File: src/rtl/booth_mul_arbiter.sv
// Round-robin front end sharing one Booth multiplier among 2**ID_W requesters.
// Latency: grant -> load pulse next cycle -> RUN until mul_fin -> registered response.
// Backpressure: one job in flight; no grant until the response handshake completes.
// Optional build macro BOOTH_ARB_TIMEOUT_EN aborts a RUN that lasts TIMEOUT cycles.
module booth_mul_arbiter #(
  parameter int W       = 3,
  parameter int ID_W    = 2,
  parameter int TIMEOUT = 16
) (
  input  logic                     clk,
  input  logic                     reset,
  input  logic [(2**ID_W)-1:0]     req_valid,
  output logic [(2**ID_W)-1:0]     req_ready,
  input  logic [(2**ID_W)*W-1:0]   req_q,
  input  logic [(2**ID_W)*W-1:0]   req_m,
  output logic                     rsp_valid,
  input  logic                     rsp_ready,
  output logic [ID_W-1:0]          rsp_id,
  output logic [2*W-1:0]           rsp_result,
  output logic                     rsp_err,
  output logic                     busy,
  output logic [W-1:0]             mul_q,
  output logic [W-1:0]             mul_m,
  output logic                     mul_load,
  input  logic                     mul_fin,
  input  logic [2*W-1:0]           mul_result
);

  localparam int N_REQ = 2**ID_W;

  typedef enum logic [1:0] {IDLE, LOAD, RUN, DONE} state_t;

  state_t            state;
  logic [ID_W-1:0]   ptr;
  logic [ID_W-1:0]   win_id;
  logic [ID_W-1:0]   idx;
  logic [N_REQ-1:0]  win_oh;
  logic              found;

  // Scan requesters starting at ptr; the first valid one wins.
  always_comb begin
    win_oh = '0;
    win_id = '0;
    found  = 1'b0;
    idx    = '0;
    for (int k = 0; k < N_REQ; k++) begin
      idx = ptr + ID_W'(k);
      if (!found && req_valid[idx]) begin
        found       = 1'b1;
        win_id      = idx;
        win_oh[idx] = 1'b1;
      end
    end
  end

  // A grant during reset would be lost, so the ready is masked while reset is low.
  assign req_ready = (reset && state == IDLE) ? win_oh : '0;

`ifdef BOOTH_ARB_TIMEOUT_EN
  localparam int CW = $clog2(TIMEOUT + 1);
  logic [CW-1:0] run_cnt;
  logic          err_q;
  assign rsp_err = err_q;
`else
  logic [31:0] timeout_unused;
  assign timeout_unused = TIMEOUT;
  assign rsp_err        = 1'b0;
`endif

  // Job sequencer: grant/latch, load pulse, wait for fin, hold response until accepted.
  always_ff @(posedge clk) begin
    if (!reset) begin
      state      <= IDLE;
      ptr        <= '0;
      mul_q      <= '0;
      mul_m      <= '0;
      mul_load   <= 1'b0;
      busy       <= 1'b0;
      rsp_valid  <= 1'b0;
      rsp_id     <= '0;
      rsp_result <= '0;
`ifdef BOOTH_ARB_TIMEOUT_EN
      run_cnt    <= '0;
      err_q      <= 1'b0;
`endif
    end else begin
      mul_load <= 1'b0;
      case (state)
        IDLE: begin
          if (found) begin
            mul_q    <= req_q[win_id*W +: W];
            mul_m    <= req_m[win_id*W +: W];
            rsp_id   <= win_id;
            mul_load <= 1'b1;
            busy     <= 1'b1;
            state    <= LOAD;
          end
        end
        LOAD: begin
`ifdef BOOTH_ARB_TIMEOUT_EN
          run_cnt <= '0;
`endif
          state <= RUN;
        end
        RUN: begin
          // A fin that coincides with the last allowed cycle still returns the real product.
          if (mul_fin) begin
            rsp_result <= mul_result;
            rsp_valid  <= 1'b1;
`ifdef BOOTH_ARB_TIMEOUT_EN
            err_q      <= 1'b0;
`endif
            state      <= DONE;
          end
`ifdef BOOTH_ARB_TIMEOUT_EN
          else if (run_cnt == CW'(TIMEOUT - 1)) begin
            rsp_result <= '0;
            rsp_valid  <= 1'b1;
            err_q      <= 1'b1;
            state      <= DONE;
          end else begin
            run_cnt <= run_cnt + 1'b1;
          end
`endif
        end
        DONE: begin
          if (rsp_ready) begin
            rsp_valid <= 1'b0;
            busy      <= 1'b0;
            ptr       <= rsp_id + 1'b1;
            state     <= IDLE;
          end
        end
        default: state <= IDLE;
      endcase
    end
  end

endmodule

File: config.mk
export PLATFORM = sky130hd
export DESIGN_NAME = booth_mul_arbiter
export DESIGN_NICKNAME = d
export VERILOG_FILES = /design/src/rtl/booth_mul_arbiter.sv
export SDC_FILE = /design/constraint.sdc
export NUM_CORES = 1
export LEC_CHECK = 0
export ABC_AREA = 1
export BUFFER_PORTS_ARGS = -buffer_cell sky130_fd_sc_hd__buf_2
export CORE_ASPECT_RATIO = 0.6
export CORE_MARGIN = 5
export CORE_UTILIZATION = 30
export DETAILED_ROUTE_END_ITERATION = 16
export SETUP_SLACK_MARGIN = 0.5
export SYNTH_ARGS = -nofsm -noshare
export SYNTH_HDL_FRONTEND = slang
export SYNTH_SLANG_ARGS = --single-unit
export TNS_END_PERCENT = 20
File: constraint.sdc
create_clock -name clk -period 6.6 [get_ports clk]
set_input_delay 0.99 -clock clk [delete_from_list [all_inputs] [get_ports clk]]
set_output_delay 0.99 -clock clk [all_outputs]
set_load 0.005 [all_outputs]
=== Yosys cells after proc, flatten, opt, wreduce, memory -nomap -nowiden ===
Index checks and enable logic that the tools add are counted.

* Order comparisons: 8
* Shift operators: 2
* $add $sub $neg: 4
* Equal/unequal tests: 6
* Reductions and logical operators: 21
* Mux-type cells: 39
* Bitwise gates (word level): 3
* Multipliers: 1

{| class="wikitable"
|+ Operator list
! cell !! number
|-
| 12-bit by 5-bit variable part select with 3-bit output || 2
|-
| 4-bit two-way mux || 5
|-
| 1-bit two-way mux || 16
|-
| 2-bit two-way mux || 7
|-
| 2-bit by 3-bit < comparator with 1-bit output, second input constant || 4
|-
| 4-bit OR || 3
|-
| 3-bit AND reduction || 3
|-
| 1-bit binary-select mux with 2-bit select || 4
|-
| 1-bit demux with 2-bit select || 4
|-
| 2-bit by 1-bit >= comparator with 1-bit output, second input constant || 4
|-
| 1-bit logical AND || 8
|-
| 2-bit one-hot mux with 4 select lines || 1
|-
| 2-bit AND reduction || 4
|-
| 2-bit != test, second input constant || 3
|-
| 2-bit by 1-bit adder with 2-bit output, second input constant || 2
|-
| 2-bit adder, second input constant || 2
|-
| 2-bit equality test, second input constant || 2
|-
| 2-bit by 2-bit multiplier with 4-bit output, second input constant || 1
|-
| 1-bit one-hot mux with 2 select lines || 2
|-
| 2-bit nonzero test || 2
|-
| 1-bit logical NOT || 3
|-
| 2-bit by 1-bit equality test with 1-bit output, second input constant || 1
|-
| 2-bit logical NOT || 1
|}

* Output and inout bits: 22
* Flip-flop bits (word level): 21
* Input port bits: 38
* Word-level logic and storage cells: 93

=== Longest topological paths before layout ===
* Depth in word-level cells: 14
* Gate-level depth with buffers: 16
* Gate-level depth less buffers: 14

=== Least setup slack after synthesis ===
No wires, ideal clock.

* Path kind: input to output
* Start: input port req_valid[1]
* End: output port req_ready[1]
* Buffers on the path: 0
* Stages on the path: 11
* Required time: 5,610 ps
* Setup slack: 3,829 ps
* Data arrival time: 1,781 ps
* Cells stage by stage: nand2_1 > nand2_2 > nand2_4 > nand2_4 > inv_8 > nand3_4 > o22ai_1 > a21oi_1 > o21ai_0 > nand2_1 > inv_1

* Longest elaborated chain between the ends: 13
* Elaborated cells on any way between the ends: 25
* Classes of those cells: 16 x mux; 3 x bitwise; 6 x reduce/logical

{| class="wikitable"
|+ Ends and longest elaborated chain
! what !! RTL line !! text
|-
| start, declared || 12 || <nowiki>input logic [(2**ID_W)-1:0] req_valid,</nowiki>
|-
| 1-bit binary-select mux with 2-bit select || 48 || <nowiki>if (!found && req_valid[idx]) begin</nowiki>
|-
| 1-bit two-way mux (implied by the code) || 48 ||
|-
| 1-bit two-way mux || 48 ||
|-
| 1-bit logical NOT || 48 ||
|-
| 1-bit logical AND || 48 ||
|-
| 1-bit two-way mux || 48 ||
|-
| 1-bit logical NOT || 48 ||
|-
| 1-bit logical AND || 48 ||
|-
| 1-bit two-way mux || 48 ||
|-
| 1-bit logical NOT || 48 ||
|-
| 1-bit logical AND || 48 ||
|-
| 4-bit two-way mux (*) || 48 ||
|-
| 4-bit two-way mux (*) || 57 || <nowiki>assign req_ready = (reset && state == IDLE) ? win_oh : '0;</nowiki>
|-
| end, declared || 13 || <nowiki>output logic [(2**ID_W)-1:0] req_ready,</nowiki>
|}

Mark *: on every way between the ends. The rest lies on a longest branch, timed or not. The select of a mux whose other input is x is not followed.

=== Final worst setup path ===
* Start: register ptr[0]
* End: output port req_ready[0]

* Longest elaborated chain between the ends: 13
* Elaborated cells on any way between the ends: 48
* Classes of those cells: 3 x add/sub; 8 x order compare; 24 x mux; 3 x bitwise; 10 x reduce/logical

{| class="wikitable"
|+ Ends and longest elaborated chain
! what !! RTL line !! text
|-
| start, declared || 34 || <nowiki>logic [ID_W-1:0] ptr;</nowiki>
|-
| start signal, assigned || 130 || <nowiki>ptr <= rsp_id + 1'b1;</nowiki>
|-
| branches (longest 11 deep; another with 2-bit by 3-bit < comparator with 1-bit output) || -- ||
|-
| 4-bit two-way mux (*) || 48 ||
|-
| 4-bit two-way mux (*) || 57 ||
|}

Every way passes the cells marked *. The select of a mux whose other input is x is not followed.

==> results.toml <==
[clock_network]
postCtsResizedCells = 0
hold_buffers = 0
cts.sinks = 21
clockRootBuffer = "clkbuf_8"
cts_tree = "built"
clk_path_buf_depth = 2
path_clk_slew_ns = 0.07
cts_setup_buffers = 0
numCtsBuffers = 3
cts_htree_levels = 1
clkLatencyLatePin_ns = 0.26

[layout]
syn2layout_area_growth_pct = 22.2
fillCellCount = 609
nNetsFinal = 367
diodes = 0
layout_commonest_cell = "buf_2"
drive_gt1_share_pct = 26.2
stdcell_count = 397
multi_input_area_sq_um = 1050
regArea_sq_um = 420
layout_common_cells = "buf_2, nand2_1, inv_1, nand3_1, nor2_1"

[logic_synthesis]
yosysTopAreaCell = "dfxtp_1"
yosysSeqAreaShare_pct = 24.3
yosys_warnings = 0
netlist-cell-type-count = 31
postSynthCellCount = 262
avgSynthCellArea_sq_um = 6.60
synth_area_leaders = "dfxtp_1, nand2_1, inv_1"
synth_area_sq_um = 1730
syn_nets = 311
netlist.area_leader.share_pct = 24.3
ys_ff_latch = 21

[floorplanning]
die_area_sq_um = 7430
die-width_microns = 108
rows = 21
die_y_microns = 68.8
ioPinCount = 60
start_util_pct = 31.0
core_area_sq_um = 5570

[status]
status = "complete, no violations"

[critical_path]
worstPathRequired_ns = 5.61
arrival_ns = 2.50
slowest_delay_ns = 0.75
crit_buf_inv = 4
worst_setup_path_start_kind = "register"
path_cells = "inv_6 -> ha_1 -> inv_1 -> nand3_2 -> nand2_4 -> nor2_4 -> a22oi_1 -> o21ai_0 -> o21ai_0 -> inv_1 -> buf_2"
crit_family = "flip-flops"
cp_max_fo = 14
crit_path_end_kind = "primary output"
setup.worst_path.class = "reg -> out"
slowest_stage = "dfxtp_1"

[route]
first_pass_iters = 4
via_per_inst = 4.37
post-route-drc-count = 0
drtIter0Drc = 115
vias = 1736
wire_per_inst_microns = 11.8
drt-total-wl_microns = 4670
ant_nets = 0

[timing]
timing.setup.tns_ns = 0
fin_crit_sh_pct = 52.9
fin_crit_ns = 3.49
final_hold_viol_count = 0
rsz0062_at_grt = "no"
drv_slew = 0
setup_viol = 0
slew_headroom_pct = 56.2
setup_ws_ns = 3.11
tightest_slew_ns = 0.657
fin_skew_ns = 0.00467
fmax_ghz = 0.286

[place]
place.gp.congestion = 0.855
io_buffers = 58
dp_slack_ns = 3.40
hpwl_microns = 3780
dp_cells = 393

[grt]
grt_max_degree = 19
grt_usage_pct = 12.6
grt_overflow = 0
grt_antenna_before_repair = 0
grt_pass1_vias = 1577
grt_pass1_wl_microns = 7450

[pwr]
p_per_area_nw_per_um2 = 300
p_leak_nw = 1.18
irDropWorstVdd_v = 0.0000980

[flow_run]
maxCapViolCount = 0

[min_path]
min_path_type = "reg -> reg"
-- power by group --
| group | internal [W] | leakage [nW] | switching (W) |
|---|---|---|---|
| combinational | 0.000133 | 0.983 | 0.000222 |
| clock | 0.0000430 | 0.0228 | 0.0000396 |
| sequential | 0.000169 | 0.173 | 0.0000277 |
-- flip-flops by register name (all words and copies together), names as in the netlist --
register	flops
busy	1
mul_load	1
mul_m	3
mul_q	3
ptr	2
rsp_id	2
rsp_result	6
rsp_valid	1
state	2
-- path summary, 6_finish.rpt --
| check | from | endpoint | slack, ns | cells past startpoint |
|---|---|---|---|---|
| min reg2reg | rsp_result[3] | rsp_result[3] | 0.49 | 2 |
| max | ptr[0] | req_ready[0] | 3.11 | 11 |
| min | rsp_result[3] | rsp_result[3] | 0.49 | 2 |
| max reg2reg | ptr[0] | mul_m[2] | 4.02 | 14 |
-- Yosys cell counts (all sizes together) --
master  number
nand2       63
inv         52
nand3       30
nor2        27
dfxtp       21
o21ai       18
ha          11
nand3b      11
a21oi        8
buf          5
nand4        4
a22oi        2
clkbuf       2
o22ai        2
a21boi       1
a311oi       1
conb         1
nor3         1
o211ai       1
xnor2        1
-- per-stage QoR --
stage | area [sq um] | hold WS [ns] | total power [W] | utilization [%]
after floorplan | 1730 | 0.468 | 0.000455 | -
after global placement | 2070 | 0.461 | 0.000549 | 37.1
after detailed placement | 2070 | 0.471 | 0.000556 | 37.1
after CTS | 2110 | 0.489 | 0.000642 | 37.9
after global routing | 2110 | 0.508 | 0.000705 | 37.9
final | 2110 | 0.486 | 0.000634 | 37.9
-- layer usage --
| layer | vias to the layer above | part of all wire [%] | track usage, % | routed length, microns |
|---|---|---|---|---|
| li1 | 936 | - | - | - |
| met1 | 744 | 53 | 18.9 | 2470 |
| met2 | 50 | 38 | 17.9 | 1790 |
| met3 | 6 | 7.6 | 3.16 | 353 |
| met4 | 0 | 1.1 | 3.15 | 51 |
| met5 | - | 0 | 0 | 0 |
-- logic make-up (layout without fill, tap and decap cells) --
kind of cell | Yosys count | in the layout | synth area share [%]
compound gates | 33 | 33 | 10.5
xor+xnor | 1 | 1 | 0.507
fa+ha+maj | 11 | 11 | 7.97
buf+inv | 59 | 114 | 15.1
flops | 21 | 21 | 24.3
other cells | 1 | 1 | 0.217
simple gates | 136 | 136 | 41.4
-- layout make-up --
cell class | instances | share of cell area (%)
Clock buffer | 4 | 2.13
Timing Repair Buffer | 58 | 13.8
Sequential cell | 21 | 19.9
Inverter | 52 | 9.84
Tap cell | 80 | 4.74
Multi-Input combinational cell | 182 | 49.6
-- worst reg2reg max path, stage by stage, from the launching register on --
cell and delay (ns):
dfxtp_1 0.75, inv_6 0.11, ha_1 0.38, inv_1 0.14, nand3_2 0.11, nand2_4 0.14, nor2_4 0.08, nor2_2 0.13
nand2_4 0.14, nand2_4 0.16, nand2_1 0.07, nand3_1 0.07, nand3_1 0.10, nand2_1 0.08, inv_1 0.03
(Power assumes the default switching activity.)
